## src/rtl/game_sequencer_if.sv

```systemverilog
// rtl/game_sequencer_if.sv - player/score-side signal bundle for the game round sequencer
//
// Purpose: groups the start/user_input controls and the registered game outputs
//          so the sequencer and its environment share one port.
// Signals:
//   start        level request to begin a game (sampled each tick)
//   user_input   player switch pattern
//   pattern      target pattern, 8'h00 = blank
//   score_clear  one-tick pulse that clears the score calculator
//   round_num    0-based index of the current round
//   hit_count    rounds matched this game, saturating
//   hit / miss   one-tick round result pulses
//   busy         high while a game is running
//   game_over    high once all rounds have been played
// Modports: master drives start/user_input, slave (the sequencer) drives the rest.
interface game_sequencer_if;
  logic       start;
  logic [7:0] user_input;
  logic [7:0] pattern;
  logic       score_clear;
  logic [7:0] round_num;
  logic [7:0] hit_count;
  logic       hit;
  logic       miss;
  logic       busy;
  logic       game_over;

  modport master (
    output start, user_input,
    input  pattern, score_clear, round_num, hit_count, hit, miss, busy, game_over
  );

  modport slave (
    input  start, user_input,
    output pattern, score_clear, round_num, hit_count, hit, miss, busy, game_over
  );
endinterface

```

## src/rtl/game_sequencer.sv

```systemverilog
// rtl/game_sequencer.sv - round sequencer for the pattern-matching game
//
// Purpose: per round shows a pseudo-random non-blank 8-bit pattern until the
//          player matches it or HOLD_TICKS expire, blanks for GAP_TICKS, and
//          ends the game after ROUNDS rounds. All outputs are registered.
// Ports:
//   counter10h  in  game tick clock (10 Hz), all state changes on rising edge
//   reset       in  asynchronous active-high reset
//   bus         slave side of game_sequencer_if (start/user_input in, status out)
module game_sequencer #(
  parameter int         ROUNDS     = 16,
  parameter int         HOLD_TICKS = 40,
  parameter int         GAP_TICKS  = 5,
  parameter logic [7:0] SEED       = 8'hA5
) (
  input  logic              counter10h,
  input  logic              reset,
  game_sequencer_if.slave   bus
);

  localparam logic [7:0] HOLD_LAST  = 8'(HOLD_TICKS - 1);
  localparam logic [7:0] GAP_LAST   = 8'(GAP_TICKS - 1);
  localparam logic [7:0] ROUND_LAST = 8'(ROUNDS - 1);

  typedef enum logic [2:0] {
    S_IDLE,
    S_CLEAR,
    S_SHOW,
    S_GAP,
    S_OVER
  } state_t;

  state_t     r_state, w_state_nxt;
  logic [7:0] r_lfsr, w_lfsr_nxt;
  logic [7:0] r_tick_cnt, w_tick_cnt_nxt;
  logic [7:0] r_gap_cnt, w_gap_cnt_nxt;
  logic [7:0] r_pattern, w_pattern_nxt;
  logic [7:0] r_round_num, w_round_num_nxt;
  logic [7:0] r_hit_count, w_hit_count_nxt;
  logic       r_score_clear, w_score_clear_nxt;
  logic       r_hit, w_hit_nxt;
  logic       r_miss, w_miss_nxt;
  logic       r_busy, w_busy_nxt;
  logic       r_game_over, w_game_over_nxt;
  logic [7:0] w_lfsr_step;

  // Maximal-length Fibonacci LFSR (taps 8,6,5,4); never reaches zero from a
  // nonzero seed and never repeats a value back-to-back.
  assign w_lfsr_step = {r_lfsr[6:0], r_lfsr[7] ^ r_lfsr[5] ^ r_lfsr[4] ^ r_lfsr[3]};

  always_comb begin
    w_state_nxt       = r_state;
    w_lfsr_nxt        = r_lfsr;
    w_tick_cnt_nxt    = r_tick_cnt;
    w_gap_cnt_nxt     = r_gap_cnt;
    w_pattern_nxt     = r_pattern;
    w_round_num_nxt   = r_round_num;
    w_hit_count_nxt   = r_hit_count;
    w_score_clear_nxt = 1'b0;
    w_hit_nxt         = 1'b0;
    w_miss_nxt        = 1'b0;

    case (r_state)
      S_IDLE, S_OVER: begin
        if (bus.start) begin
          w_state_nxt       = S_CLEAR;
          w_score_clear_nxt = 1'b1;
          w_round_num_nxt   = 8'h00;
          w_hit_count_nxt   = 8'h00;
          w_pattern_nxt     = 8'h00;
        end
      end

      S_CLEAR: begin
        w_state_nxt    = S_SHOW;
        w_lfsr_nxt     = w_lfsr_step;
        w_pattern_nxt  = w_lfsr_step;
        w_tick_cnt_nxt = 8'h00;
      end

      S_SHOW: begin
        // Matching is suppressed on the first shown tick so the score
        // calculator latches the new pattern before a hit can be scored.
        if ((r_tick_cnt != 8'h00) && (bus.user_input == r_pattern)) begin
          w_hit_nxt       = 1'b1;
          w_hit_count_nxt = (r_hit_count == 8'hFF) ? 8'hFF : r_hit_count + 8'h01;
          w_state_nxt     = S_GAP;
          w_pattern_nxt   = 8'h00;
          w_gap_cnt_nxt   = 8'h00;
        end else if (r_tick_cnt == HOLD_LAST) begin
          w_miss_nxt    = 1'b1;
          w_state_nxt   = S_GAP;
          w_pattern_nxt = 8'h00;
          w_gap_cnt_nxt = 8'h00;
        end else begin
          w_tick_cnt_nxt = r_tick_cnt + 8'h01;
        end
      end

      S_GAP: begin
        if (r_gap_cnt == GAP_LAST) begin
          if (r_round_num == ROUND_LAST) begin
            w_state_nxt = S_OVER;
          end else begin
            w_state_nxt     = S_SHOW;
            w_round_num_nxt = r_round_num + 8'h01;
            w_lfsr_nxt      = w_lfsr_step;
            w_pattern_nxt   = w_lfsr_step;
            w_tick_cnt_nxt  = 8'h00;
          end
        end else begin
          w_gap_cnt_nxt = r_gap_cnt + 8'h01;
        end
      end

      default: w_state_nxt = S_IDLE;
    endcase

    // Status flags follow the state being entered so they are valid with it.
    w_busy_nxt      = (w_state_nxt == S_CLEAR) || (w_state_nxt == S_SHOW) ||
                      (w_state_nxt == S_GAP);
    w_game_over_nxt = (w_state_nxt == S_OVER);
  end

  always_ff @(posedge counter10h or posedge reset) begin
    if (reset) begin
      r_state       <= S_IDLE;
      r_lfsr        <= SEED;
      r_tick_cnt    <= 8'h00;
      r_gap_cnt     <= 8'h00;
      r_pattern     <= 8'h00;
      r_round_num   <= 8'h00;
      r_hit_count   <= 8'h00;
      r_score_clear <= 1'b0;
      r_hit         <= 1'b0;
      r_miss        <= 1'b0;
      r_busy        <= 1'b0;
      r_game_over   <= 1'b0;
    end else begin
      r_state       <= w_state_nxt;
      r_lfsr        <= w_lfsr_nxt;
      r_tick_cnt    <= w_tick_cnt_nxt;
      r_gap_cnt     <= w_gap_cnt_nxt;
      r_pattern     <= w_pattern_nxt;
      r_round_num   <= w_round_num_nxt;
      r_hit_count   <= w_hit_count_nxt;
      r_score_clear <= w_score_clear_nxt;
      r_hit         <= w_hit_nxt;
      r_miss        <= w_miss_nxt;
      r_busy        <= w_busy_nxt;
      r_game_over   <= w_game_over_nxt;
    end
  end

  assign bus.pattern     = r_pattern;
  assign bus.score_clear = r_score_clear;
  assign bus.round_num   = r_round_num;
  assign bus.hit_count   = r_hit_count;
  assign bus.hit         = r_hit;
  assign bus.miss        = r_miss;
  assign bus.busy        = r_busy;
  assign bus.game_over   = r_game_over;

endmodule

```

## src/flat_wrapper.sv

```systemverilog
// flat-port wrapper written by rule: the top's interface ports become plain ports
module game_sequencer_flat 
#(
  parameter int         ROUNDS     = 16,
  parameter int         HOLD_TICKS = 40,
  parameter int         GAP_TICKS  = 5,
  parameter logic [7:0] SEED       = 8'hA5
)
  (counter10h, reset, bus_start, bus_user_input, bus_pattern, bus_score_clear, bus_round_num, bus_hit_count, bus_hit, bus_miss, bus_busy, bus_game_over);
  game_sequencer_if bus_i ();
  input  logic counter10h;
  input  logic reset;
  input wire logic [$bits(bus_i.start)-1:0] bus_start;
  input wire logic [$bits(bus_i.user_input)-1:0] bus_user_input;
  output wire logic [$bits(bus_i.pattern)-1:0] bus_pattern;
  output wire logic [$bits(bus_i.score_clear)-1:0] bus_score_clear;
  output wire logic [$bits(bus_i.round_num)-1:0] bus_round_num;
  output wire logic [$bits(bus_i.hit_count)-1:0] bus_hit_count;
  output wire logic [$bits(bus_i.hit)-1:0] bus_hit;
  output wire logic [$bits(bus_i.miss)-1:0] bus_miss;
  output wire logic [$bits(bus_i.busy)-1:0] bus_busy;
  output wire logic [$bits(bus_i.game_over)-1:0] bus_game_over;
  assign bus_i.start = bus_start;
  assign bus_i.user_input = bus_user_input;
  assign bus_pattern = bus_i.pattern;
  assign bus_score_clear = bus_i.score_clear;
  assign bus_round_num = bus_i.round_num;
  assign bus_hit_count = bus_i.hit_count;
  assign bus_hit = bus_i.hit;
  assign bus_miss = bus_i.miss;
  assign bus_busy = bus_i.busy;
  assign bus_game_over = bus_i.game_over;
  game_sequencer #(.ROUNDS(ROUNDS), .HOLD_TICKS(HOLD_TICKS), .GAP_TICKS(GAP_TICKS), .SEED(SEED)) u_core (.counter10h(counter10h), .reset(reset), .bus(bus_i));
endmodule
```

## config.mk

```make
export PLATFORM = sky130hd
export DESIGN_NAME = game_sequencer_flat
export DESIGN_NICKNAME = d
export VERILOG_FILES = /design/src/rtl/game_sequencer_if.sv /design/src/rtl/game_sequencer.sv /design/src/flat_wrapper.sv
export SDC_FILE = /design/constraint.sdc
export NUM_CORES = 1
export LEC_CHECK = 0
export CORE_ASPECT_RATIO = 0.7
export CORE_UTILIZATION = 54
export DETAILED_ROUTE_END_ITERATION = 8
export MAX_ROUTING_LAYER = met4
export PLACE_DENSITY = 0.86
export SLEW_MARGIN = 20
export SYNTH_ARGS = -nofsm -noshare
export SYNTH_HDL_FRONTEND = slang
export SYNTH_SLANG_ARGS = --single-unit
```

## constraint.sdc

```tcl
create_clock -name counter10h -period 3.4 [get_ports counter10h]
set_clock_uncertainty 0.2 [all_clocks]
set_input_delay 0.68 -clock counter10h [delete_from_list [all_inputs] [get_ports counter10h]]
set_output_delay 0.68 -clock counter10h [all_outputs]
set_load 0.005 [all_outputs]
```

==> results.md, run 1 <==
- Status: finished clean
- CTS buffer count: 5
- Commonest non-fill, non-tap cell in the layout: dfrtp_1
- ANT nets after route: 0
- Ports: 40
- Synthesized netlist cell count: between 200 and 300
- Critical path type: flip-flop to flip-flop
- Min Tclk post-route: approximately 2.7 ns
- Worst r2r src: u_core.r_tick_cnt[3]
- Site Rows: 21
- Least-Margin Pin Slew: between 0.7 and 0.8 ns
- Clock-pin slew on the worst setup and hold paths: 0.10 ns
- # setup viols final: 0
- Initial antenna violation count: 0
- Worst Setup SP: u_core.r_tick_cnt[3]
- Multi-input logic area: 1330 µm²
- Number of detailed-route iterations in the first pass: 4
- CTS tree: built
- Postcts setup bufs: 0
- Vias per Instance: about 5.7
- Most used DFF post-synth: dfrtp_1
- Port Buffers: 39
- Via count: between 2000 and 2500
- Chip height: 62.3 µm
- Req. time, crit path: ~3.4 ns
- Worst skew pair latency: between 0.3 and 0.4 ns
- Rel. slew slack: 0.530
- Sequential element share of the synthesized area: 0.502
- Layout Nets: 343
- Clk sinks: 56
- Unrepaired setup endpoints after global routing: no
- P&R area growth vs syn: 21.5%
- Clk buf depth: 2
- Fmax: between 300 and 400 MHz
- Worst r2r path cells: 5
- Hold Path End: u_core.r_lfsr[2]
- Core ar.: around 5000 µm²
- Detailed Place HPWL: about 4400 µm
- Die area: roughly 5500 µm²
- Number of synthesized flops with an enable pin: 0
- Fraction of layout cells with a size suffix above 1: 0.0795
- VDD IR max: 0.412 mV
- Yosys warns: 0
- Cell Pwr Density: 693 nW/µm²
- Worst reg2reg endpoint: u_core.bus.pattern[3]
- Grt ovf: 0
- Cell variety after synth: 45
- WL final: around 6000 µm
- Crit share post-route: 0.780
- Synth Cell Area: between 2000 and 3000 µm²
- Vias in the first global route: 2115
- GRT Overall Usage: 0.250
- Crit path max fanout: 10
- Post-CTS sizing: 0
- Syn Nets: 302
- DR iter-0 viols: 226
- DRC: 0
- FF+latch count, synth: 56
- Post-synth top area cell: dfrtp_1
- WP data arrival: approximately 2.7 ns
- Ant diodes: 0
- Min-delay src: u_core.r_lfsr[2]
- Initial Util: 0.573
- Reg2reg setup slack: approximately 0.75 ns
- Final design utilization: 0.696
- Max cap viols: 0
- Htree depth: 2
- Root Driver: clkbuf_8
- Max-slew violations: 0
- Commonest non-fill, non-tap cells in the layout: dfrtp_1 (52), nand2_1 (46), clkdlybuf4s50_1 (39)
- First-pass GRT wire length: a little over 10000 µm
- Worst hold path type: flip-flop to flip-flop
- Setup TNS Final: 0 ns
- Fraction of registers with async set/reset: 1.00
- Synthesized area per cell: about 9.8 µm²
- Die width: just under 90 µm
- Final-layout fill cell count: 363
- Largest net degree at the start of global routing: 57
- Post-synth top area share: 0.464
- Hold-fix buffers, CTS: 0
- Final Hold Viols: 0
- Cells on Worst Hold Path: 2
- RePlAce Congestion: roughly 0.86
- Top cells by area, synth: dfrtp_1 (46%), nand2_1 (6.2%), xnor2_1 (4.7%)
- P_leak: between 0.0015 and 0.002 µW
- Worst Setup Start Kind: flip-flop
- Avg WL per Cell: 15.1 µm
- Register area: approximately 1400 µm²
- CP endpoint kind: flip-flop
-- flip-flops by register name (all words and copies together) (netlist names) --
name / count
u_core.bus.hit_count: 8
u_core.bus.pattern: 8
u_core.bus.round_num: 8
u_core.r_gap_cnt: 8
u_core.r_lfsr: 8
u_core.r_tick_cnt: 8
u_core.r_state: 3
u_core.bus.busy: 1
u_core.bus.game_over: 1
u_core.bus.hit: 1
u_core.bus.miss: 1
u_core.bus.score_clear: 1
-- cell families (layout without fill, tap and decap cells) --
group,after synthesis,after routing,synth area share
AOI/OAI and AO/OA,41,41,0.0978
adders and majority gates,6,6,0.0268
DFF,56,56,0.502
xor gates and xnor gates,26,26,0.0813
buffers and inverters,18,60,0.0255
muxes,7,7,0.0255
and+or+nand+nor,131,131,0.241
-- through the flow --
step	total power [µW]	instances	area, µm²	hold slack [ns]	worst slack (ns)
global placement	1850	388	3280	0.259	0.554
global route	2500	396	3400	0.311	0.568
finish	2360	396	3400	0.279	0.749
detailed placement	1880	388	3280	0.261	0.475
floorplan	1580	285	2800	0.246	0.980
CTS	2360	396	3400	0.276	0.773
-- area by class of cell --
| type | instances | share of cell area |
|---|---|---|
| Multi-Input combinational cell | 211 | 0.391 |
| Timing Repair Buffer | 43 | 0.124 |
| Inverter | 9 | 0.00993 |
| Clock buffer | 7 | 0.0283 |
| Tap cell | 69 | 0.0254 |
| Sequential cell | 56 | 0.413 |
| Clock inverter | 1 | 0.00882 |
-- power by group --
| group | internal [µW] | switching [µW] | total, µW |
|---|---|---|---|
| Sequential | 845 | 197 | 1040 |
| Combinational | 380 | 464 | 844 |
| Clock | 260 | 212 | 472 |
| Total | 1490 | 872 | 2360 |
-- metal layers --
layer | up-vias | wire [µm] | track usage
met5 | - | 0 | -
met4 | 0 | 102 | 0.0968
met3 | 10 | 274 | 0.0426
met2 | 69 | 2830 | 0.367
met1 | 1096 | 2790 | 0.347
li1 | 1076 | - | -
-- worst max-delay path: stages (launching register included) --
cell	delay (ns)
dfrtp_1	0.44
or4_4	0.57
o21ai_0	0.53
or2_1	0.35
nand3_4	0.21
a22o_1	0.24
-- synth_stat cells (3+ instances only) --
library cell and n:
and2_1 4, inv_1 9, nor3_1 4, xor2_1 11, o21ai_0 7, o31ai_1 3
nand4_1 11, dfrtp_1 52, a22o_1 6, nor2b_1 3, nor4_1 6, and3_1 5
ha_1 6, nor2_1 28, buf_2 3, mux2i_1 6, dfstp_2 4, clkbuf_1 6
nand3_1 9, nand2_1 46, xnor2_1 15, a21oi_1 12
-- how the worst max path moves through the flow --
stage                                  endpoint  slack [ns]
after floorplan             u_core.r_gap_cnt[0]        0.98
after global placement      u_core.r_gap_cnt[0]        0.55
after detailed placement    u_core.r_gap_cnt[0]        0.47
after CTS                 u_core.bus.pattern[3]        0.77
after global routing      u_core.bus.pattern[3]        0.57
final                     u_core.bus.pattern[3]        0.75
Note: power is estimated with default switching activity, not from simulation.
==> inputs of run 2 (changes only) <==
CORE_UTILIZATION = 49   (was 54)
PLACE_DENSITY = 0.83   (was 0.86)
clock period = 2.4 ns   (was 3.4 ns; I/O delays follow)
==> results.md, run 2 (synthesis results as in run 1) <==
- First-pass GRT wire length: around 11000 µm
- Cell Pwr Density: roughly 930 nW/µm²
- Commonest non-fill, non-tap cells in the layout: dfrtp_1 (52), nand2_1 (46), clkdlybuf4s50_1 (37)
- CTS buffer count: 5
- Chip height: 65.3 µm
- Die width: about 90 µm
- Fmax: ~400 MHz
- Fraction of layout cells with a size suffix above 1: 0.179
- Site Rows: 22
- Met1 Use GR: 0.326
- Failing checks: negative setup slack
- Req. time, crit path: approximately 2.4 ns
- Worst r2r path cells: 9
- Htree depth: 2
- Vias in the first global route: 2158
- Number of detailed-route iterations in the first pass: 4
- Rel. slew slack: 0.568
- VDD IR max: approximately 0.66 mV
- Max cap viols: 0
- P&R area growth vs syn: 34.0%
- Via count: 2397
- CP endpoint kind: flip-flop
- Detailed Place HPWL: 4470 µm
- Avg WL per Cell: around 16 µm
- Register area: ~1400 µm²
- Vias per Instance: approximately 5.7
- Buf/Inv on CP: 3
- Ports: 40
- Worst path slowest cell: or4_4
- DR iter-0 viols: 156
- Grt ovf: 0
- Final design utilization: 0.700
- Final-layout fill cell count: 392
- Capture point of the worst path: u_core.r_gap_cnt[5]
- ANT nets after route: 0
- Initial Util: 0.522
- WL final: ~6700 µm
- Port Buffers: 39
- Worst hold path type: input pin to asynchronous set/reset pin
- Crit path max fanout: 5
- WP data arrival: between 2 and 3 ns
- Final worst slack: -0.0911 ns
- Most frequent CP cell: buf_4
- Unrepaired setup endpoints after global routing: yes
- Worst r2r src: u_core.r_tick_cnt[4]
- Placed Cells incl. Taps: a little over 400
- Multi-input logic area: about 1500 µm²
- Clk sinks: 56
- Most Used Layer, Global Route: met2
- P_leak: 0.00168 µW
- Layout Nets: 368
- Final Non-Filler Cells: about 420
- Worst Setup Start Kind: flip-flop
- Worst Setup SP: u_core.r_tick_cnt[4]
- Max-slew violations: 0
- Clock-pin slew on the worst setup and hold paths: about 0.090 ns
- Setup TNS Final: -0.137 ns
- Reg2reg setup slack: -0.09 ns
- Min Tclk post-route: 2.49 ns
- Die area: about 6000 µm²
- Core ar.: ~5400 µm²
- RePlAce Congestion: 0.915
- Crit path max-delay family: simple AND/OR/NAND/NOR gates
- GR Util met3: 0.0521
- Worst skew pair latency: approximately 0.31 ns
- Crit share post-route: 1.04
- Met2 global-route usage: 0.349
- Largest net degree at the start of global routing: between 40 and 50
- Initial antenna violation count: 0
- Biggest cell delay along the critical path: between 0.5 and 0.6 ns
- Clk buf depth: 2
- DRC: 0
- Root Driver: clkbuf_8
- # setup viols final: 2
- Status: complete, but fails checks
- CP cell instances: or4_4 -> nor4b_4 -> buf_4 -> nor4_2 -> buf_4 -> buf_12 -> o311ai_4 -> xor2_1 -> nor2_1
- Critical path type: flip-flop to flip-flop
- CTS tree: built
- Final Hold Viols: 0
- Least-Margin Pin Slew: approximately 0.64 ns
- Ant diodes: 0
- Commonest non-fill, non-tap cell in the layout: dfrtp_1
- Critical Path Stages: 9
- Worst reg2reg endpoint: u_core.r_gap_cnt[5]
- GRT Overall Usage: 0.233
[run 2: layout make-up]
type	instances	share of cell area
clock buffers	7	0.0203
clock inverters	1	0.00133
inverters	9	0.00900
multi-input cells	212	0.397
flip-flops and latches	56	0.375
well taps	72	0.0240
repair buffers	67	0.174
[run 2: worst min path at each step]
stage                                 from  slack, ns               endpoint
after CTS                            reset       0.25  u_core.bus.pattern[5]
after floorplan           u_core.r_lfsr[6]       0.25       u_core.r_lfsr[6]
after global routing                 reset       0.28    u_core.r_gap_cnt[7]
after global placement    u_core.r_lfsr[7]       0.26       u_core.r_lfsr[7]
final                                reset       0.25  u_core.bus.pattern[5]
after detailed placement  u_core.r_lfsr[0]       0.27       u_core.r_lfsr[0]
[run 2: where the power goes]
part | switching, µW | total [µW] | internal, µW
clock network | 298 | 504 | 206
registers | 276 | 1470 | 1190
logic | 792 | 1520 | 729
[run 2: metal layers]
layer  vias to the layer above  wire (µm)
met2                        80       3160
li1                       1132          -
met4                         0         69
met1                      1177       3090
met3                         8        361
met5                         -          0
[run 2: metrics by stage]
step                      setup WS [ns]  hold WS (ns)  power [µW]  area, µm²
after floorplan                  0.0546         0.246        2240       2800
after global placement          -0.0973         0.258        2700       3440
after detailed placement         -0.173         0.267        2750       3440
after CTS                       -0.0367         0.253        3310       3620
after global routing             -0.119         0.279        3710       3750
final                           -0.0911         0.246        3490       3750
[run 2: repair_timing]
action | in CTS | in global routing
gates resized for setup | 12 | 16
hold buffers | 0 | 0
endpoints found under the setup margin | 8 | 31
gates cloned | 0 | 1
pin swaps | 7 | 15
hold endpoints to repair | 0 | 0
setup buffers | 2 | 4
==> inputs of run 3 (changes only) <==
CORE_ASPECT_RATIO = 1.2   (was 0.7)
==> results.md, run 3 (synthesis results as in run 1) <==
- DRC: 3
- Placed Cells incl. Taps: ~400
- Failing checks: design-rule violations, negative setup slack
- Via count: approximately 2400
- Rel. slew slack: 0.545
- Initial Util: 0.518
- WL met2: 3510 µm
- Site Rows: 29
- Cell Pwr Density: ~950 nW/µm²
- Port Buffers: 39
- Core ar.: between 5000 and 6000 µm²
- Worst Setup Start Kind: flip-flop
- GRT Overall Usage: 0.225
- Fraction of layout cells with a size suffix above 1: 0.202
- Clk sinks: 56
- Setup TNS Final: -0.505 ns
- Final design utilization: 0.703
- Worst hold path type: input pin to asynchronous set/reset pin
- Worst reg2reg endpoint: u_core.bus.pattern[0]
- CP endpoint kind: flip-flop
- Vias in the first global route: ~2300
- RePlAce Congestion: approximately 0.86
- Initial antenna violation count: 0
- Unrepaired setup endpoints after global routing: yes
- Least-Margin Pin Slew: ~0.68 ns
- Req. time, crit path: 2.43 ns
- Biggest cell delay along the critical path: between 0.5 and 0.6 ns
- Clk buf depth: 2
- Detailed Place HPWL: ~4400 µm
- Crit share post-route: 1.05
- Ant diodes: 0
- Reg2reg setup slack: -0.13 ns
- Pre-CTS WS: -0.327 ns
- # setup viols final: 11
- Met3 Routed Length: 258 µm
- Worst skew pair latency: 0.31 ns
- M1 WL: 2800 µm
- Min Tclk post-route: around 2.5 ns
- Die width: around 70 µm
- Die area: around 6000 µm²
- CTS tree: built
- Crit path max fanout: 5
- Avg WL per Cell: around 16 µm
- Number of detailed-route iterations in the first pass: 6
- Worst path slowest cell: or4_4
- VDD IR max: between 0.7 and 0.8 mV
- Final Non-Filler Cells: roughly 420
- Final Hold Viols: 0
- Ports: 40
- Final worst slack: -0.127 ns
- Worst r2r path cells: 8
- Vias per Instance: roughly 5.8
- P_leak: 0.00169 µW
- Max layer used: met4
- Critical path type: flip-flop to flip-flop
- Largest net degree at the start of global routing: 46
- Grt ovf: 0
- CTS buffer count: 5
- Clock-pin slew on the worst setup and hold paths: ~0.10 ns
- Status: complete, but fails checks
- Max cap viols: 0
- Pwr Total: 3630 µW
- Worst Setup SP: u_core.r_tick_cnt[6]
- WL final: 6720 µm
- Chip height: 84.8 µm
- Htree depth: 2
- Fmax: between 300 and 400 MHz
- DR iter-0 viols: 154
- CP cell instances: or4_4 -> nor4b_4 -> buf_4 -> nor3_2 -> or2_1 -> buf_6 -> nand3_4 -> mux2i_1
- First-pass GRT wire length: about 10000 µm
- Root Driver: clkbuf_8
- Commonest non-fill, non-tap cell in the layout: dfrtp_1
- Max-slew violations: 0
- P&R area growth vs syn: 35.6%
- Worst r2r src: u_core.r_tick_cnt[6]
- Layout Nets: roughly 370
- ANT nets after route: 0
- Commonest non-fill, non-tap cells in the layout: dfrtp_1 (52), nand2_1 (46), clkdlybuf4s50_1 (39)
- WP data arrival: 2.56 ns
## run 3: cell types whose count changed in the layout (fill, tap and decap cells not counted), moves of 2 or more
cell / change
xnor2_1: -2
xnor2_2: +2
clkbuf_1: -2
dlymetal6s2s_1: -2
buf_4: +6
buf_12: -2
clkdlybuf4s50_1: +2
## run 3: worst max-delay path, delay by kind of cell (launching register included)
family,cells,cell delay [ns]
buf+inv,2,0.34
simple gates,5,1.28
mux,1,0.22
flops,1,0.39
## run 3: power by group
part	total (µW)	internal, µW	switching [µW]
Combinational	1620	799	819
Clock	549	237	313
Sequential	1460	1190	268
## run 3: layout make-up
cell class              instances  area, µm²
flip-flops and latches         56       1410
fillers                       371       1610
well taps                      62       77.6
multi-input cells             212       1530
inverters                       9       33.8
repair buffers                 71        654
clock inverters                 2       13.8
clock buffers                   6       82.6
## run 3: worst max-delay path by stage
stage / endpoint / depth (start not counted)
5_1_grt: u_core.bus.pattern[7] / 8
3_5_place_dp: u_core.bus.hit_count[2] / 7
6_report: u_core.bus.pattern[0] / 8
2_1_floorplan: u_core.r_tick_cnt[3] / 7
4_1_cts: u_core.r_tick_cnt[3] / 7
3_3_place_gp: u_core.r_gap_cnt[6] / 8
## run 3: layer usage
| layer | vias up | GRT usage |
|---|---|---|
| met2 | 70 | 0.384 |
| li1 | 1135 | - |
| met4 | 0 | 0.0709 |
| met1 | 1190 | 0.277 |
| met3 | 18 | 0.0333 |
| met5 | - | - |
## run 3: per-stage QoR
step,cell area [µm²],hold slack [ns]
detailed placement,3450,0.263
global route,3800,0.227
floorplan,2800,0.246
finish,3800,0.208
global placement,3450,0.258
CTS,3600,0.214
## run 3: timing repair
item,in CTS,in global routing
endpoints found under the hold margin,0,0
endpoints found under the setup margin,9,38
cloned,0,1
setup buffers,2,4
hold buffers,0,0
pin swaps,4,19
resized for setup,5,25
